## src/rtl/tri_raster_scan_pkg.sv

```systemverilog
// Shared types and helpers for the triangle raster scan front end:
// point/triangle payloads, FSM states, edge function and bbox arithmetic.
package tri_raster_scan_pkg;

  localparam int unsigned COORD_W       = 32;
  localparam int unsigned DEN_W         = 31;
  localparam int unsigned FRAC_BITS_DEF = 16;
  localparam int unsigned SCREEN_W_DEF  = 640;
  localparam int unsigned SCREEN_H_DEF  = 480;

  typedef struct packed {
    logic signed [COORD_W-1:0] x;
    logic signed [COORD_W-1:0] y;
  } int_point;

  typedef struct packed {
    int_point a;
    int_point b;
    int_point c;
  } int_triangle;

  typedef enum logic [1:0] {
    ST_IDLE,
    ST_SETUP,
    ST_DIV,
    ST_SCAN
  } rs_state_e;

  // Signed doubled area; the sign gives the winding order.
  function automatic logic signed [COORD_W-1:0] edge_fn(input int_point a, input int_point b,
                                                        input int_point c);
    return (b.x - a.x) * (c.y - a.y) - (b.y - a.y) * (c.x - a.x);
  endfunction

  function automatic logic signed [COORD_W-1:0] min3(input logic signed [COORD_W-1:0] a,
                                                     input logic signed [COORD_W-1:0] b,
                                                     input logic signed [COORD_W-1:0] c);
    logic signed [COORD_W-1:0] m;
    m = (a < b) ? a : b;
    return (m < c) ? m : c;
  endfunction

  function automatic logic signed [COORD_W-1:0] max3(input logic signed [COORD_W-1:0] a,
                                                     input logic signed [COORD_W-1:0] b,
                                                     input logic signed [COORD_W-1:0] c);
    logic signed [COORD_W-1:0] m;
    m = (a > b) ? a : b;
    return (m > c) ? m : c;
  endfunction

  function automatic logic signed [COORD_W-1:0] clamp(input logic signed [COORD_W-1:0] v,
                                                      input logic signed [COORD_W-1:0] hi);
    if (v < 32'sd0) return '0;
    if (v > hi) return hi;
    return v;
  endfunction

endpackage

```

## src/rtl/tri_raster_scan_recip_div.sv

```systemverilog
// Iterative restoring divider computing (1<<FRAC_BITS)/den, one quotient bit
// per cycle MSB first; done_o pulses for one cycle when quot_o is final.
module recip_div
  import tri_raster_scan_pkg::*;
#(
  parameter int unsigned FRAC_BITS = FRAC_BITS_DEF
) (
  input  logic                 clk,
  input  logic                 rst,
  input  logic                 start_i,
  input  logic [DEN_W-1:0]     den_i,
  output logic                 done_o,
  output logic [FRAC_BITS:0]   quot_o
);

  localparam int unsigned QW    = FRAC_BITS + 1;
  localparam int unsigned REM_W = DEN_W + FRAC_BITS + 2;
  localparam int unsigned SH_W  = REM_W + 1;
  localparam int unsigned CNT_W = $clog2(QW + 1);

  logic [REM_W-1:0] rem_q, rem_d;
  logic [QW-1:0]    num_q, num_d;
  logic [QW-1:0]    quot_q, quot_d;
  logic [DEN_W-1:0] den_q, den_d;
  logic [CNT_W-1:0] cnt_q, cnt_d;
  logic             done_q, done_d;

  logic [SH_W-1:0]  rem_sh;
  logic [SH_W-1:0]  rem_sub;
  logic             ge;

  always_ff @(posedge clk or posedge rst) begin
    if (rst) begin
      rem_q  <= '0;
      num_q  <= '0;
      quot_q <= '0;
      den_q  <= '0;
      cnt_q  <= '0;
      done_q <= 1'b0;
    end else begin
      rem_q  <= rem_d;
      num_q  <= num_d;
      quot_q <= quot_d;
      den_q  <= den_d;
      cnt_q  <= cnt_d;
      done_q <= done_d;
    end
  end

  // Shift in the next dividend bit, subtract the divisor when it fits.
  always_comb begin
    rem_d   = rem_q;
    num_d   = num_q;
    quot_d  = quot_q;
    den_d   = den_q;
    cnt_d   = cnt_q;
    done_d  = 1'b0;
    rem_sh  = {rem_q, num_q[QW-1]};
    ge      = (rem_sh >= SH_W'(den_q));
    rem_sub = rem_sh - SH_W'(den_q);
    if (start_i) begin
      rem_d  = '0;
      num_d  = {1'b1, {FRAC_BITS{1'b0}}};
      quot_d = '0;
      den_d  = den_i;
      cnt_d  = CNT_W'(QW);
    end else if (cnt_q != '0) begin
      rem_d  = REM_W'(ge ? rem_sub : rem_sh);
      quot_d = {quot_q[QW-2:0], ge};
      num_d  = num_q << 1;
      cnt_d  = cnt_q - CNT_W'(1);
      done_d = (cnt_q == CNT_W'(1));
    end
  end

  assign done_o = done_q;
  assign quot_o = quot_q;

endmodule

```

## src/rtl/tri_raster_scan.sv

```systemverilog
// Accepts one triangle, computes its clamped bbox and fixed-point reciprocal
// area, then streams every pixel of the box in row-major order.
module tri_raster_scan
  import tri_raster_scan_pkg::*;
#(
  parameter int unsigned SCREEN_W  = SCREEN_W_DEF,
  parameter int unsigned SCREEN_H  = SCREEN_H_DEF,
  parameter int unsigned FRAC_BITS = FRAC_BITS_DEF
) (
  input  logic                      clk,
  input  logic                      rst,
  input  logic                      tri_valid,
  output logic                      tri_ready,
  input  int_triangle               in_tri,
  output logic                      pt_valid,
  input  logic                      pt_ready,
  output int_triangle               out_tri,
  output int_point                  out_point,
  output logic signed [COORD_W-1:0] inv_tri_edge_fn,
  output logic                      pt_last,
  output logic                      busy
);

  localparam logic signed [COORD_W-1:0] X_LIM = COORD_W'(SCREEN_W - 1);
  localparam logic signed [COORD_W-1:0] Y_LIM = COORD_W'(SCREEN_H - 1);

  rs_state_e                 state_q, state_d;
  int_triangle               tri_q, tri_d;
  logic signed [COORD_W-1:0] xmin_q, xmin_d, xmax_q, xmax_d;
  logic signed [COORD_W-1:0] ymin_q, ymin_d, ymax_q, ymax_d;
  logic signed [COORD_W-1:0] x_q, x_d, y_q, y_d;
  logic signed [COORD_W-1:0] inv_q, inv_d;
  logic                      neg_q, neg_d;

  logic signed [COORD_W-1:0] area_c;
  logic signed [COORD_W-1:0] lo_x_c, hi_x_c, lo_y_c, hi_y_c;
  logic signed [COORD_W-1:0] quot_c;
  logic                      reject_c;
  logic                      div_start_c;
  logic [DEN_W-1:0]          div_den_c;
  logic                      div_done;
  logic [FRAC_BITS:0]        div_quot;

  recip_div #(
    .FRAC_BITS (FRAC_BITS)
  ) u_recip_div (
    .clk     (clk),
    .rst     (rst),
    .start_i (div_start_c),
    .den_i   (div_den_c),
    .done_o  (div_done),
    .quot_o  (div_quot)
  );

  always_ff @(posedge clk or posedge rst) begin
    if (rst) begin
      state_q <= ST_IDLE;
      tri_q   <= '0;
      xmin_q  <= '0;
      xmax_q  <= '0;
      ymin_q  <= '0;
      ymax_q  <= '0;
      x_q     <= '0;
      y_q     <= '0;
      inv_q   <= '0;
      neg_q   <= 1'b0;
    end else begin
      state_q <= state_d;
      tri_q   <= tri_d;
      xmin_q  <= xmin_d;
      xmax_q  <= xmax_d;
      ymin_q  <= ymin_d;
      ymax_q  <= ymax_d;
      x_q     <= x_d;
      y_q     <= y_d;
      inv_q   <= inv_d;
      neg_q   <= neg_d;
    end
  end

  // Setup arithmetic on the latched triangle; only consumed in ST_SETUP.
  always_comb begin
    area_c    = edge_fn(tri_q.a, tri_q.b, tri_q.c);
    lo_x_c    = min3(tri_q.a.x, tri_q.b.x, tri_q.c.x);
    hi_x_c    = max3(tri_q.a.x, tri_q.b.x, tri_q.c.x);
    lo_y_c    = min3(tri_q.a.y, tri_q.b.y, tri_q.c.y);
    hi_y_c    = max3(tri_q.a.y, tri_q.b.y, tri_q.c.y);
    reject_c  = (area_c == '0) || (hi_x_c < 32'sd0) || (lo_x_c > X_LIM) ||
                (hi_y_c < 32'sd0) || (lo_y_c > Y_LIM);
    div_den_c = (area_c < 32'sd0) ? DEN_W'(-area_c) : DEN_W'(area_c);
    quot_c    = COORD_W'(div_quot);
  end

  always_comb begin
    state_d     = state_q;
    tri_d       = tri_q;
    xmin_d      = xmin_q;
    xmax_d      = xmax_q;
    ymin_d      = ymin_q;
    ymax_d      = ymax_q;
    x_d         = x_q;
    y_d         = y_q;
    inv_d       = inv_q;
    neg_d       = neg_q;
    div_start_c = 1'b0;
    case (state_q)
      ST_IDLE: begin
        if (tri_valid) begin
          tri_d   = in_tri;
          state_d = ST_SETUP;
        end
      end
      ST_SETUP: begin
        xmin_d = clamp(lo_x_c, X_LIM);
        xmax_d = clamp(hi_x_c, X_LIM);
        ymin_d = clamp(lo_y_c, Y_LIM);
        ymax_d = clamp(hi_y_c, Y_LIM);
        neg_d  = (area_c < 32'sd0);
        if (reject_c) begin
          state_d = ST_IDLE;
        end else begin
          div_start_c = 1'b1;
          state_d     = ST_DIV;
        end
      end
      ST_DIV: begin
        if (div_done) begin
          inv_d   = neg_q ? -quot_c : quot_c;
          x_d     = xmin_q;
          y_d     = ymin_q;
          state_d = ST_SCAN;
        end
      end
      ST_SCAN: begin
        if (pt_ready) begin
          if (x_q < xmax_q) begin
            x_d = x_q + 32'sd1;
          end else if (y_q < ymax_q) begin
            x_d = xmin_q;
            y_d = y_q + 32'sd1;
          end else begin
            state_d = ST_IDLE;
          end
        end
      end
      default: state_d = ST_IDLE;
    endcase
  end

  assign tri_ready       = (state_q == ST_IDLE);
  assign busy            = (state_q != ST_IDLE);
  assign pt_valid        = (state_q == ST_SCAN);
  assign pt_last         = (state_q == ST_SCAN) && (x_q == xmax_q) && (y_q == ymax_q);
  assign out_tri         = tri_q;
  assign out_point       = '{x: x_q, y: y_q};
  assign inv_tri_edge_fn = inv_q;

endmodule

```

## config.mk

```make
export PLATFORM = sky130hd
export DESIGN_NAME = tri_raster_scan
export DESIGN_NICKNAME = d
export VERILOG_FILES = /design/src/rtl/tri_raster_scan_pkg.sv /design/src/rtl/tri_raster_scan_recip_div.sv /design/src/rtl/tri_raster_scan.sv
export SDC_FILE = /design/constraint.sdc
export NUM_CORES = 2
export LEC_CHECK = 0
export CAP_MARGIN = 20
export CELL_PAD_IN_SITES_DETAIL_PLACEMENT = 2
export CELL_PAD_IN_SITES_GLOBAL_PLACEMENT = 2
export CORE_AREA = 2 2 530 532
export CTS_BUF_LIST = sky130_fd_sc_hd__clkbuf_4
export CTS_CLUSTER_DIAMETER = 60
export DETAILED_ROUTE_END_ITERATION = 10
export DIE_AREA = 0 0 532 534
export MAX_ROUTING_LAYER = met4
export PLACE_DENSITY = 0.61
export SKIP_LAST_GASP = 1
export SLEW_MARGIN = 20
export SYNTH_ARGS = -nofsm -noshare
export SYNTH_HDL_FRONTEND = slang
export SYNTH_SLANG_ARGS = --single-unit
```

## constraint.sdc

```tcl
create_clock -name clk -period 20.3 [get_ports clk]
set_input_delay 3.045 -clock clk [delete_from_list [all_inputs] [get_ports clk]]
set_output_delay 3.045 -clock clk [all_outputs]
set_load 0.05 [all_outputs]
```

Word-level counts from Yosys, hierarchy flattened
Cells that the tools add are included.
- $add $sub $neg: 11
- $mul: 2
- order comparisons: 20
- equality and inequality tests: 13
- multiplexer cells: 76
- reductions and logical operators: 17
- operator list (kind ; number):
    32-bit two-way mux ; 33
    32-bit < comparator ; 6
    32-bit by 1-bit < comparator with 1-bit output (second input constant) ; 5
    32-bit subtractor ; 5
    49-bit two-way mux ; 3
    32-bit greater-than comparator ; 4
    32-bit case mux with 2 select lines ; 2
    17-bit two-way mux ; 4
    32-bit by 2-bit adder with 32-bit output (second input constant) ; 2
    32-bit equality test ; 2
    32-bit by 10-bit greater-than comparator with 1-bit output (second input constant) ; 2
    32-bit by 11-bit greater-than comparator with 1-bit output (second input constant) ; 2
    32-bit by 32-bit multiplier with 32-bit output ; 2
    50-bit by 31-bit greater-or-equal comparator with 1-bit output ; 1
    49-bit by 31-bit subtractor with 49-bit output ; 1
    32-bit logical NOT ; 1
    17-bit negation with 32-bit output ; 1
    31-bit two-way mux ; 1
    31-bit negation ; 1
    1-bit two-way mux ; 24
    2-bit two-way mux ; 6
    5-bit two-way mux ; 2
    5-bit AND reduction ; 2
    2-bit case mux with 4 select lines ; 1
    14 further kinds ; 26
- register bits: 539
- input bits: 196
- output and inout port bits: 292
- logic and storage cells: 160

Logic depth before layout (Yosys ltp)
- depth after elaboration: 12
- depth in mapped cells: 49
- gate-level depth less buffers: 47

Modules after synthesis
From an unflattened synthesis, not the netlist that was laid out.
- cell total of the unflattened synthesis: 7982
- area total of the unflattened synthesis: 69924.6 sq um
- by module, submodules not included (module ; instances ; cells an instance ; area an instance (sq um) ; seq. area each (sq um)):
    tri_raster_scan ; 1 ; 7167 ; 62856.5 ; 10385.0
    recip_div ; 1 ; 815 ; 7068.0 ; 2602.5

Worst setup path before layout
Ideal clock, no wire load.
- path kind: reg2reg
- from: register tri_q (netlist bit out_tri[64])
- to: register u_recip_div.den_q[0]
- library setup time: 0.125 ns
- arrival: 12.332 ns
- data required time: 20.175 ns
- path slack: 7.843 ns
- cell stages (with the launch flop): 44
- path buffers: 3
- period minus slack after synthesis: 12.457 ns
- path through: dfrtp_1 -> inv_1 -> ha_1 -> fa_1 -> nand2b_1 -> a211oi_2 -> o31ai_1 -> a211o_1 -> and3_1 -> buf_6 -> o21ai_0 -> xor2_1 -> nand2b_1 -> fa_1 -> fa_1 -> inv_1 -> fa_1 -> fa_1 -> [... 8 more ...] -> inv_1 -> ha_1 -> and3_1 -> and3_1 -> o221ai_1 -> o21ai_0 -> a221oi_1 -> a21oi_1 -> nor2_1 -> xnor2_1 -> xnor3_1 -> xnor3_1 -> xor2_1 -> xor3_1 -> buf_2 -> a21oi_2 -> buf_2 -> mux2_2
- word-level cells in the longest chain between the ends: 10
- elaborated cells on any way between the ends: 23
- those cells by class: add/sub: 3; mul: 1; order compare: 7; mux: 7; reduce/logical: 5
- RTL lines (element ; line ; text):
    start: declaration ; tri_raster_scan.sv:28 ; int_triangle tri_q, tri_d;
    start signal: assignment ; tri_raster_scan.sv:69 ; tri_q <= tri_d;
    parallel branches: the longest is 10 deep, another holds 32-bit subtractor ; -- ;
    end signal: assignment ; tri_raster_scan_recip_div.sv:44 ; den_q <= den_d;
    end: declaration ; tri_raster_scan_recip_div.sv:24 ; logic [DEN_W-1:0] den_q, den_d;
Several ways; the timed one is not identified.
A chain may end at the register's enable or synchronous reset.

Final worst setup path
- from: register tri_q (netlist bit out_tri[128])
- to: register u_recip_div.den_q[23]
Same word-level chain as after synthesis.

==> out/results.txt <==
Crit-path most repeated cell - fa_1
Nets - 10124
Reg-to-reg startpoint - out_tri[128]
Quantity of hold-fixing buffers added after cts - 0
Clock slew at reported path FFs - 0.06 ns
Largest net degree at the start of global routing - 123
Gpl congestion - 0.925
Post-DR wirelength/cell - 27.1 µm
Worst R2R Setup Slack - 5.45 ns
Setup TNS - 0 ns
Crit path required time - 21.27 ns
RSZ-0062 raised after global routing - false
Fin Hold WS - 0.465 ns
Congestion Overflow GR - 0
Fin crit share - 0.732
I/O pin count - 488
WL final - 333 mm
Slew @ Worst Pin - 1.19 ns
Htree depth - 4
Worst r2r path cells - 41
EDFF count, synth - 0
Die width - 532 µm
Ys Warns - 0
Area Overhead vs Synth - 17.6%
All-layer global routing usage - 0.240
CP Class - reg2reg
Clk_skew - 0.146 ns
Die area - 284000 µm²
Final ANT Viol Nets - 0
Crit end category - flip-flop
Synthesized cell area - 69200 µm²
Post-synthesis register bit count - 519
Relative slew slack - 0.202
Crit-path leading delay family - adder cells
Reg2reg end - u_recip_div.den_q[23]
Number of setup buffers added after CTS - 0
Cts bufs inserted - 171
Clock latency on the worst-skew pair - 1.23 ns
Design area - 81400 µm²
Syn Nets - 9637
Bufs on Longest Clock Path - 4
CTS tree - built
Share of cells above drive strength 1 - 0.0793
Hold crit path type - reg2reg
Arr. time, crit path - 15.82 ns
Pins Over Slew Limit - 0
Clock net sink count - 519
Final WS setup - 5.45 ns
Buf/Inv on CP - 5
Max Fclk - 67.3 MHz
Placed Area - 79300 µm²
Antenna violations before repair - 27
Final Setup Violations - 0
Hold Vio Cnt, Final - 0
Post-synthesis area per instance - 8.71 µm²
Setup crit end - u_recip_div.den_q[23]
Primary FF master, synth - dfrtp_1
Routed vias - 61379
Input/output buffers - 487
First-pass GRT wire length - 489 mm
CP max-delay cell - xor2_1
Syn Inst Count - 7950
Starting Density - 0.249
Avg Vias per Cell - 5.00
Post-DP HPWL - 272 mm
CP peak stage delay - 0.80 ns
Max-cap viol count - 0
Rows - 194
Die Ht - 534 µm
Critical path peak fanout - 21
Vias in the first global route - 68366
Status - complete, no violations
Pre-CTS setup slack - 5.59 ns
Total iterations of the first detailed-routing run - 5
Initial drt markers - 3788
Total core area - 278000 µm²
Critical path startpoint category - flip-flop
Ys async rst share - 1.00
Sequential fraction of the synthesis area - 0.188
Netlist cell types - 101
DRC - 0
CTS root buf - clkbuf_4
Crit. Startpoint - out_tri[128]
PostCTS Resize Cnt - 0
WP depth - 41
Tmin final - 14.85 ns
-- Yosys cell counts (129+ instances only) --
library cell	count	share of area
mux2_2	129	0.021
a21o_1	158	0.017
nor2_1	828	0.045
clkbuf_1	284	0.015
xnor2_1	228	0.029
fa_1	882	0.26
inv_1	1267	0.069
nand2_1	888	0.048
a21oi_1	318	0.023
o21ai_0	410	0.030
dfrtp_1	519	0.19
ha_1	609	0.11
-- cell usage in the layout (no fill, tap or decap), types with 88 or more instances in the layout --
| cell type | n |
|---|---|
| nand2_1 | 886 |
| buf_4 | 153 |
| clkbuf_4 | 240 |
| nand2b_1 | 116 |
| xor2_1 | 94 |
| and2_1 | 88 |
| nor2_1 | 827 |
| mux2_2 | 129 |
| fa_1 | 881 |
| xnor2_1 | 196 |
| inv_1 | 1265 |
| ha_1 | 608 |
| dfrtp_1 | 519 |
| o21ai_0 | 410 |
| a21oi_1 | 316 |
| clkdlybuf4s50_1 | 487 |
| a21o_1 | 156 |
| a211oi_1 | 96 |
-- layer usage --
layer  GRT usage  up-vias  wire (µm)
met1       0.315    32556     149000
met2       0.379     1633     155000
met4      0.0789        0      12300
met3      0.0341      432      17700
li1            -    26758          -
met5           -        -          0
-- worst reg2reg max path, delay by kind of cell, from the launching register on --
family          cells  cell delay [ns]
simple gates        9             2.62
fa+ha+maj          13             6.52
compound gates      8             2.41
flops               1             0.46
buf+inv             5             0.55
xor+xnor            6             2.16
-- registers in the layout, summed over array words and instances (netlist names), named ones only --
| register | flops |
|---|---|
| inv_tri_edge_fn | 32 |
| neg_q | 1 |
| out_tri | 192 |
| state_q | 1 |
| u_recip_div.cnt_q | 5 |
| u_recip_div.den_q | 31 |
| u_recip_div.done_o | 1 |
| u_recip_div.num_q | 1 |
| u_recip_div.quot_o | 17 |
| u_recip_div.rem_q | 49 |
| x_q | 32 |
| xmax_q | 31 |
| xmin_q | 31 |
| y_q | 32 |
| ymax_q | 31 |
| ymin_q | 31 |
-- final cells by class --
type / instances / area, µm²
clock buffer: 240 / 1800
fill: 31574 / 197000
tap: 3724 / 4660
multi-input combinational: 5835 / 50800
timing repair buffer: 642 / 6060
sequential: 519 / 13000
clock inverter: 38 / 251
antenna: 19 / 47.5
inverter: 1268 / 4770
-- per-stage QoR --
step | util | instances
finish | 0.292 | 12285
global placement | 0.285 | 11987
detailed placement | 0.285 | 11988
global route | 0.292 | 12275
floorplan | - | 7950
CTS | 0.292 | 12266
-- cells by family after synthesis --
group,after synthesis,synth area share
compound gates,1362,0.124
xor+xnor,366,0.0509
fa+ha+maj,1491,0.365
buf+inv,1596,0.0873
flops,519,0.188
mux,170,0.0269
simple gates,2446,0.158
-- how the worst min path moves through the flow --
stage	startpoint	endpoint	slack, ns	cells past startpoint
floorplan	xmin_q[27]	x_q[27]	0.44	2
global placement	ymin_q[25]	ymin_q[25]	0.46	1
detailed placement	inv_tri_edge_fn[22]	inv_tri_edge_fn[22]	0.46	2
CTS	xmin_q[4]	x_q[4]	0.43	1
global route	xmin_q[4]	x_q[4]	0.44	1
finish	xmin_q[4]	x_q[4]	0.47	1
Power is left out: the tool's default activity adds up to more than one toggle a clock period on the data nets, which glitch-free logic cannot reach.
